File: src/rtl/regfile_scoreboard_if.sv
// regfile_scoreboard_if
//   Bus bundle between the decode/writeback stages (master) and the register
//   file (slave).
//   master drives: readAddress1/2, writeEnable, writeAddress, writeData,
//                  reserveEnable, reserveAddress
//   slave drives:  data1/2, busy1/2, reserveConflict, pendingCount
interface regfile_scoreboard_if #(
  parameter int DATA_WIDTH = 32,
  parameter int ADDR_WIDTH = 5
);
  logic [ADDR_WIDTH-1:0] readAddress1;
  logic [ADDR_WIDTH-1:0] readAddress2;
  logic [DATA_WIDTH-1:0] data1;
  logic [DATA_WIDTH-1:0] data2;
  logic                  busy1;
  logic                  busy2;
  logic                  writeEnable;
  logic [ADDR_WIDTH-1:0] writeAddress;
  logic [DATA_WIDTH-1:0] writeData;
  logic                  reserveEnable;
  logic [ADDR_WIDTH-1:0] reserveAddress;
  logic                  reserveConflict;
  logic [ADDR_WIDTH:0]   pendingCount;

  modport master (
    output readAddress1, readAddress2,
    output writeEnable, writeAddress, writeData,
    output reserveEnable, reserveAddress,
    input  data1, data2, busy1, busy2,
    input  reserveConflict, pendingCount
  );

  modport slave (
    input  readAddress1, readAddress2,
    input  writeEnable, writeAddress, writeData,
    input  reserveEnable, reserveAddress,
    output data1, data2, busy1, busy2,
    output reserveConflict, pendingCount
  );
endinterface

File: src/rtl/regfile_scoreboard.sv
// regfile_scoreboard
//   Parametrised register file with per-register pending-write scoreboard.
//   Decode reads operands and reserves destinations; writeback retires
//   results and clears the pending bit.
// Ports:
//   clk   rising-edge clock
//   rstn  synchronous active-low reset: clears data, pending bits, counters
//   bus   regfile_scoreboard_if.slave
//         readAddress1/2 -> data1/2, busy1/2 (combinational)
//         writeEnable/writeAddress/writeData (writeback, no handshake)
//         reserveEnable/reserveAddress (issue, sets pending)
//         reserveConflict (registered pulse), pendingCount (registered)
module regfile_scoreboard #(
  parameter int DATA_WIDTH = 32,
  parameter int ADDR_WIDTH = 5,
  parameter bit BYPASS     = 1'b1,
  parameter bit ZERO_REG   = 1'b1
) (
  input logic                 clk,
  input logic                 rstn,
  regfile_scoreboard_if.slave bus
);
  localparam int DEPTH = 2 ** ADDR_WIDTH;
  localparam logic [ADDR_WIDTH:0] CNT_ONE = {{ADDR_WIDTH{1'b0}}, 1'b1};

  logic [DATA_WIDTH-1:0] r_mem [DEPTH];
  logic                  r_pending [DEPTH];
  logic [ADDR_WIDTH:0]   r_count;
  logic                  r_conflict;

  logic w_wr_ok;
  logic w_rsv_ok;
  logic w_same_idx;
  logic w_cnt_inc;
  logic w_cnt_dec;

  // Register 0 swallows writes and reservations when hardwired to zero.
  always_comb begin
    w_wr_ok    = bus.writeEnable && !(ZERO_REG && (bus.writeAddress == '0));
    w_rsv_ok   = bus.reserveEnable && !(ZERO_REG && (bus.reserveAddress == '0));
    w_same_idx = (bus.writeAddress == bus.reserveAddress);
    // A reserve sets at most one bit and a write clears at most one bit, so
    // the count moves by -1/0/+1. When both hit the same index the reserve
    // wins: that bit cannot count as cleared.
    w_cnt_inc  = w_rsv_ok && !r_pending[bus.reserveAddress];
    w_cnt_dec  = w_wr_ok && r_pending[bus.writeAddress] && !(w_rsv_ok && w_same_idx);
  end

  for (genvar gi = 0; gi < DEPTH; gi++) begin : g_reg
    logic w_hit_wr;
    logic w_hit_rsv;

    assign w_hit_wr  = w_wr_ok && (bus.writeAddress == ADDR_WIDTH'(gi));
    assign w_hit_rsv = w_rsv_ok && (bus.reserveAddress == ADDR_WIDTH'(gi));

    always_ff @(posedge clk) begin
      if (!rstn) begin
        r_mem[gi]     <= '0;
        r_pending[gi] <= 1'b0;
      end else begin
        if (w_hit_wr) begin
          r_mem[gi] <= bus.writeData;
        end
        // New producer wins over the retiring one.
        if (w_hit_rsv) begin
          r_pending[gi] <= 1'b1;
        end else if (w_hit_wr) begin
          r_pending[gi] <= 1'b0;
        end
      end
    end
  end

  always_ff @(posedge clk) begin
    if (!rstn) begin
      r_count    <= '0;
      r_conflict <= 1'b0;
    end else begin
      // A writeback to the same index retires the old producer this cycle,
      // so the reservation is not a conflict.
      r_conflict <= w_rsv_ok && r_pending[bus.reserveAddress] &&
                    !(bus.writeEnable && w_same_idx);
      case ({w_cnt_inc, w_cnt_dec})
        2'b10:   r_count <= r_count + CNT_ONE;
        2'b01:   r_count <= r_count - CNT_ONE;
        default: r_count <= r_count;
      endcase
    end
  end

  always_comb begin
    bus.data1 = r_mem[bus.readAddress1];
    bus.busy1 = r_pending[bus.readAddress1];
    if (BYPASS && w_wr_ok && (bus.writeAddress == bus.readAddress1)) begin
      bus.data1 = bus.writeData;
      bus.busy1 = 1'b0;
    end
    if (ZERO_REG && (bus.readAddress1 == '0)) begin
      bus.data1 = '0;
      bus.busy1 = 1'b0;
    end
  end

  always_comb begin
    bus.data2 = r_mem[bus.readAddress2];
    bus.busy2 = r_pending[bus.readAddress2];
    if (BYPASS && w_wr_ok && (bus.writeAddress == bus.readAddress2)) begin
      bus.data2 = bus.writeData;
      bus.busy2 = 1'b0;
    end
    if (ZERO_REG && (bus.readAddress2 == '0)) begin
      bus.data2 = '0;
      bus.busy2 = 1'b0;
    end
  end

  assign bus.reserveConflict = r_conflict;
  assign bus.pendingCount    = r_count;
endmodule

File: src/flat_wrapper.sv
// flat-port wrapper written by rule: the top's interface ports become plain ports
module regfile_scoreboard_flat 
#(
  parameter int DATA_WIDTH = 32,
  parameter int ADDR_WIDTH = 5,
  parameter bit BYPASS     = 1'b1,
  parameter bit ZERO_REG   = 1'b1
)
  (clk, rstn, bus_readAddress1, bus_readAddress2, bus_writeEnable, bus_writeAddress, bus_writeData, bus_reserveEnable, bus_reserveAddress, bus_data1, bus_data2, bus_busy1, bus_busy2, bus_reserveConflict, bus_pendingCount);
  regfile_scoreboard_if #(.DATA_WIDTH(DATA_WIDTH), .ADDR_WIDTH(ADDR_WIDTH)) bus_i ();
  input logic clk;
  input logic rstn;
  input wire logic [$bits(bus_i.readAddress1)-1:0] bus_readAddress1;
  input wire logic [$bits(bus_i.readAddress2)-1:0] bus_readAddress2;
  input wire logic [$bits(bus_i.writeEnable)-1:0] bus_writeEnable;
  input wire logic [$bits(bus_i.writeAddress)-1:0] bus_writeAddress;
  input wire logic [$bits(bus_i.writeData)-1:0] bus_writeData;
  input wire logic [$bits(bus_i.reserveEnable)-1:0] bus_reserveEnable;
  input wire logic [$bits(bus_i.reserveAddress)-1:0] bus_reserveAddress;
  output wire logic [$bits(bus_i.data1)-1:0] bus_data1;
  output wire logic [$bits(bus_i.data2)-1:0] bus_data2;
  output wire logic [$bits(bus_i.busy1)-1:0] bus_busy1;
  output wire logic [$bits(bus_i.busy2)-1:0] bus_busy2;
  output wire logic [$bits(bus_i.reserveConflict)-1:0] bus_reserveConflict;
  output wire logic [$bits(bus_i.pendingCount)-1:0] bus_pendingCount;
  assign bus_i.readAddress1 = bus_readAddress1;
  assign bus_i.readAddress2 = bus_readAddress2;
  assign bus_i.writeEnable = bus_writeEnable;
  assign bus_i.writeAddress = bus_writeAddress;
  assign bus_i.writeData = bus_writeData;
  assign bus_i.reserveEnable = bus_reserveEnable;
  assign bus_i.reserveAddress = bus_reserveAddress;
  assign bus_data1 = bus_i.data1;
  assign bus_data2 = bus_i.data2;
  assign bus_busy1 = bus_i.busy1;
  assign bus_busy2 = bus_i.busy2;
  assign bus_reserveConflict = bus_i.reserveConflict;
  assign bus_pendingCount = bus_i.pendingCount;
  regfile_scoreboard #(.DATA_WIDTH(DATA_WIDTH), .ADDR_WIDTH(ADDR_WIDTH), .BYPASS(BYPASS), .ZERO_REG(ZERO_REG)) u_core (.clk(clk), .rstn(rstn), .bus(bus_i));
endmodule
File: config.mk
export PLATFORM = sky130hd
export DESIGN_NAME = regfile_scoreboard_flat
export DESIGN_NICKNAME = d
export VERILOG_FILES = /design/src/rtl/regfile_scoreboard_if.sv /design/src/rtl/regfile_scoreboard.sv /design/src/flat_wrapper.sv
export SDC_FILE = /design/constraint.sdc
export NUM_CORES = 2
export LEC_CHECK = 0
export BUFFER_PORTS_ARGS = -buffer_cell sky130_fd_sc_hd__clkbuf_2
export CORE_MARGIN = 1.5
export CORE_UTILIZATION = 40
export CTS_CLUSTER_DIAMETER = 150
export DETAILED_ROUTE_END_ITERATION = 12
export HOLD_SLACK_MARGIN = 0.02
export PLACE_DENSITY_LB_ADDON = 0.1
export SYNTH_ARGS = -nofsm -noshare
export SYNTH_HDL_FRONTEND = slang
export SYNTH_SLANG_ARGS = --single-unit
File: constraint.sdc
create_clock -name clk -period 4.9 [get_ports clk]
set_input_delay 0.98 -clock clk [delete_from_list [all_inputs] [get_ports clk]]
set_output_delay 0.98 -clock clk [all_outputs]
set_load 0.05 [all_outputs]
### Yosys cells after proc, flatten, opt, wreduce, memory -nomap -nowiden

Memories as Yosys holds them, arrays and structs flattened.
Index checks and enable logic that the tools add are counted.

* register bits: 7
* latch bits: 0
* bits in writable memories: 1056
* memory bits (read-only): 0
* bits of input ports: 56
* output and inout port bits: 73
* logic and storage cells: 648
* memories: 2

Memory list
* u_core.r_mem: words 32, width 32, rd ports 2, clocked after Yosys merged registers in 0, wr ports 32, RTL line regfile_scoreboard.sv:26 `logic [DATA_WIDTH-1:0] r_mem [DEPTH];`
* u_core.r_pending: words 32, width 1, rd ports 4, clocked after Yosys merged registers in 0, wr ports 32, RTL line regfile_scoreboard.sv:27 `logic r_pending [DEPTH];`

* add/sub/neg operators: 2
* $mul: 0
* div/mod/pow operators: 0
* order comparisons: 0
* equal/unequal tests: 67
* shifts and indexed selects: 0
* muxes and demuxes: 394
* bitwise gates (word level): 96
* reduce and logical (&&, ||, !) cells: 85

Operator list (count)
* 32-bit two-way mux: 36
* 1-bit two-way mux: 357
* 5-bit equality test (second input constant): 32
* 1-bit OR: 96
* 5-bit by 4-bit equality test with 1-bit output (second input constant): 16
* 1-bit logical AND: 75
* 5-bit by 3-bit equality test with 1-bit output (second input constant): 8
* 5-bit by 2-bit equality test with 1-bit output (second input constant): 4
* 5-bit logical NOT: 4
* 5-bit equality test: 3
* 6-bit case mux with 2 select lines: 1
* 5-bit by 1-bit equality test with 1-bit output (second input constant): 2
* 6-bit by 1-bit adder with 6-bit output (second input constant): 1
* 6-bit by 1-bit subtractor with 6-bit output (second input constant): 1
* 1-bit logical NOT: 5
* 2-bit by 1-bit equality test with 1-bit output (second input constant): 1
* 2-bit equality test (second input constant): 1
* 2-bit nonzero test: 1

### Depth between registers and ports, before layout

* depth after elaboration: 9
* depth in mapped cells: 17

### Least setup slack after synthesis

No wires, ideal clock.

* path type: input to register
* start: input port bus_writeAddress[3]
* end: memory u_core.r_pending[11] (enable)
* library setup time: 0.300 ns
* arrival: 4.435 ns
* slack: 0.165 ns
* stages on the path: 7
* cells stage by stage: clkbuf_1 nor4_4 nor2_1 and2_1 nand3_1 o21ai_0 or2_2

RTL lines
* from (decl): RTL line flat_wrapper.sv:16 `input wire logic [$bits(bus_i.writeAddress)-1:0] bus_writeAddress;`
* to (decl): RTL line regfile_scoreboard.sv:27

### Worst setup path after layout

* start: input port bus_readAddress1[0]
* end: output port bus_data1[18]

* word-level cells in the longest chain between the ends: 4

RTL lines
* from (decl): RTL line flat_wrapper.sv:13 `input wire logic [$bits(bus_i.readAddress1)-1:0] bus_readAddress1;`
* parallel branches: the longest is 3 deep, another holds memory 32 x 32 bit
* 32-bit two-way mux *: RTL line regfile_scoreboard.sv:98 `if (ZERO_REG && (bus.readAddress1 == '0)) begin`
* to (decl): RTL line flat_wrapper.sv:20 `output wire logic [$bits(bus_i.data1)-1:0] bus_data1;`

Mark *: on every way between the ends.

==> results.json <==
{
  "yosysSeqAreaShare_pct": 54.0,
  "synth_largest_area_cell": "edfxtp_1",
  "grt_pass1_wl_microns": 333000,
  "core_area_sq_mm": 0.146,
  "fp-row-count": 140,
  "synth_top_cell_area_share_pct": 53.8,
  "powerDensity_mw_per_mm2": 344,
  "critical_path_class": "in -> out",
  "syn-cell-area_sq_mm": 0.0589,
  "yosys_warnings": 0,
  "synth_cells": 4293,
  "dp_hpwl_microns": 148000,
  "remaining_drc_errors": 0,
  "placed_cell_area_sq_mm": 0.0649,
  "h-tree-depth": 3,
  "wire_per_inst_microns": 37.5,
  "ir_drop_mv": 0.301,
  "ys_types": 61,
  "max_slew_margin_pct": 19.0,
  "drt_iter0_drc": 5702,
  "worstReg2RegStart": "u_core.r_pending[2]",
  "pre_cts_ws_ns": -0.166,
  "drtPass1Iterations": 5,
  "busiest_layer": "met2",
  "nFillCells": 12700,
  "finalCritPeriodShare_pct": 98.1,
  "ys_ff_latch": 1063,
  "clock_latency_ns": 0.75,
  "grt_pass1_vias": 40600,
  "grt.overflow.total": 0,
  "routed_wirelength_microns": 242000,
  "rsz0062_at_grt": "false",
  "grtUsageMet2_pct": 49.9,
  "layout-drive-gt1-share_pct": 24.3,
  "cts_tree": "yes",
  "worstMarginPinSlew_ns": 1.21,
  "worstHoldStart": "u_core.bus.pendingCount[2]",
  "finalHoldViolCount": 0,
  "portBuffers": 128,
  "finalMaxSlewViolations": 0,
  "setup_viol": 0,
  "clkTransAtPathRegs_ns": 0.06,
  "stdcell_area_sq_mm": 0.0686,
  "cp.arrival_ns": 3.83,
  "postCtsSetupRepairBufs": 0,
  "hp-class": "reg -> reg",
  "grt_usage_pct": 31.9,
  "antenna_found_initial": 22,
  "ys_top_cells_by_area": "edfxtp_1 54%, mux4_2 14%, and2_1 10%",
  "async_flop_share_pct": 0,
  "ys.flop_type": "edfxtp_1",
  "layout_setup_ws_ns": 0.0908,
  "vias": 41400,
  "globalRouteMet1Util_pct": 44.2,
  "min_period_ns": 4.81,
  "floorplan.die_area_sq_mm": 0.150,
  "power.leakage_uw": 0.0245,
  "cts_root_buf": "clkbuf_16",
  "gp_congestion": 0.884,
  "status": "complete, no violations",
  "cts_sinks": 1063,
  "vias_per_cell": 6.40,
  "cts_buffers": 119,
  "endpoint_kind": "primary output",
  "required_ns": 3.92,
  "synth_edf_count": 1055,
  "pin_count": 129,
  "die_x_microns": 387,
  "clock_skew_ns": 0.00451,
  "setup-tns-final_ns": 0,
  "utilization_pct": 47.0,
  "fin_worst_hold_slack_ns": 0.568,
  "cts_buffer_depth": 3,
  "area_delta_synth_final_pct": 16.4,
  "startpoint": "bus_readAddress1[0]",
  "nets": 4511,
  "fmax_mhz": 208,
  "worstSetupStartpointType": "input port",
  "die_y_microns": 387,
  "grt_max_degree": 85,
  "crit_path_max_fanout": 52,
  "use_met3_pct": 6.37,
  "start_util_pct": 40.4,
  "postSynthAreaPerCell_sq_um": 13.7,
  "drtAntennaViolNets": 0,
  "maxCapViolCount": 0
}
-- sequential cells by signal (all words and copies together) (netlist names) --
signal / count
u_core.r_pending: 32
u_core.r_mem: 1024
u_core.bus.reserveConflict: 1
u_core.bus.pendingCount: 6
-- synth_stat cells, types with 4 or more instances --
| cell type | instances |
|---|---|
| inv_1 | 11 |
| or2_2 | 9 |
| buf_1 | 17 |
| a221oi_2 | 9 |
| o21bai_1 | 24 |
| clkbuf_1 | 323 |
| a31oi_1 | 12 |
| and2_1 | 967 |
| a221oi_1 | 139 |
| nand3_1 | 16 |
| buf_4 | 34 |
| a22oi_1 | 66 |
| buf_6 | 34 |
| a211oi_1 | 54 |
| o21ai_1 | 99 |
| dfxtp_1 | 8 |
| nand4_1 | 4 |
| xor2_1 | 12 |
| o211ai_1 | 5 |
| xnor2_1 | 6 |
| nand2_1 | 54 |
| nor2b_1 | 13 |
| a21o_1 | 5 |
| o21ai_0 | 62 |
| buf_2 | 56 |
| nor2_1 | 111 |
| o22ai_1 | 4 |
| a21oi_1 | 126 |
| a221o_1 | 45 |
| mux4_2 | 377 |
| a32o_1 | 8 |
| nor3_1 | 72 |
| ha_1 | 5 |
| and3_1 | 32 |
| edfxtp_1 | 1055 |
| mux2i_1 | 366 |
| nand2b_1 | 16 |
-- cell type report --
| cell class | instances | area, sq um | area share, % |
|---|---|---|---|
| clock inverters | 63 | 507 | 0.739 |
| repair buffers | 467 | 4970 | 7.25 |
| clock buffers | 152 | 3160 | 4.62 |
| multi-input cells | 2783 | 25600 | 37.4 |
| well taps | 1917 | 2400 | 3.50 |
| diodes | 4 | 10.0 | 0.0146 |
| flip-flops and latches | 1063 | 31800 | 46.4 |
| inverters | 15 | 57.6 | 0.0839 |
-- worst max-delay path, cell delays in order --
cell	delay (ns)
buf_12	0.38
buf_12	0.25
mux2i_1	0.09
a221oi_1	0.38
o21ai_1	0.12
a211oi_1	0.85
a211oi_1	0.18
nor3_1	0.24
buf_4	0.15
buf_12	0.12
-- cell usage in the layout (no fill, tap or decap), types with 6 or more instances in the layout --
master	netlist	layout
clkbuf_1	323	29
mux2i_1	366	366
a211oi_1	54	51
o21ai_0	62	31
xor2_1	12	12
clkbuf_16	0	121
o21bai_1	24	24
o21ai_4	0	31
a221oi_1	139	139
bufinv_16	0	8
a221oi_2	9	9
o21ai_1	99	99
and2_1	967	965
mux4_2	377	377
or2_2	9	9
clkinv_1	3	31
and3_1	32	32
nand3_1	16	16
clkbuf_2	0	67
buf_4	34	266
nor2b_1	13	9
nand2b_1	16	16
a31oi_1	12	12
conb_1	1	33
inv_1	11	9
a21oi_1	126	126
nand2_1	54	54
nor2_4	0	34
a22oi_1	66	66
xnor2_1	6	6
a221o_1	45	45
clkinv_2	0	22
nor2_1	111	76
nor3_1	72	72
a32o_1	8	8
edfxtp_1	1055	1055
dfxtp_1	8	8
buf_12	0	128
-- layer usage --
layer | share of wire (%) | wire, microns
met5 | 0.026 | 62
met4 | 3.6 | 8830
met3 | 9.6 | 23300
met2 | 46 | 111000
met1 | 41 | 99200
-- metrics by stage --
stage / power [uW] / std cells
after floorplan: 13100 / 4325
after global placement: 14900 / 6245
after detailed placement: 14900 / 6245
after CTS: 23600 / 6460
after global routing: 24100 / 6460
final: 23600 / 6464
-- cell families (layout without fill, tap and decap cells) --
group                    count (synthesis)  count (layout)  synth area share, %
buffers and inverters                  479             697                 3.82
flip-flops                            1063            1063                 54.0
AO/OA/AOI/OAI                          675             675                 8.02
AND/OR/NAND/NOR                       1308            1308                 13.1
adder cells (fa/ha/maj)                  6               6                0.140
multiplexers                           743             743                 20.6
other                                    1              37              0.00636
XOR/XNOR                                18              18                0.268
-- report_power, final --
| group | total, uW | internal [uW] | switching, uW |
|---|---|---|---|
| Combinational | 4010 | 1550 | 2460 |
| Clock | 8770 | 4930 | 3840 |
| Sequential | 10800 | 10500 | 282 |
-- final timing paths --
| kind | endpoint | slack (ns) | depth (start not counted) |
|---|---|---|---|
| worst max-delay path | bus_data1[18] | 0.09 | 10 |
| worst min-delay path | u_core.bus.pendingCount[2] | 0.57 | 2 |
| worst max register to register | u_core.bus.pendingCount[5] | 1.32 | 14 |
| worst min register to register | u_core.bus.pendingCount[2] | 0.57 | 2 |
-- what timing repair did --
| item | 4_1_cts | 5_1_grt |
|---|---|---|
| endpoints found under the setup margin | 2 | 2 |
| cloned | 0 | 0 |
| hold buffers | 0 | 0 |
| gates resized for setup | 2 | 2 |
(Power assumes the default switching activity.)
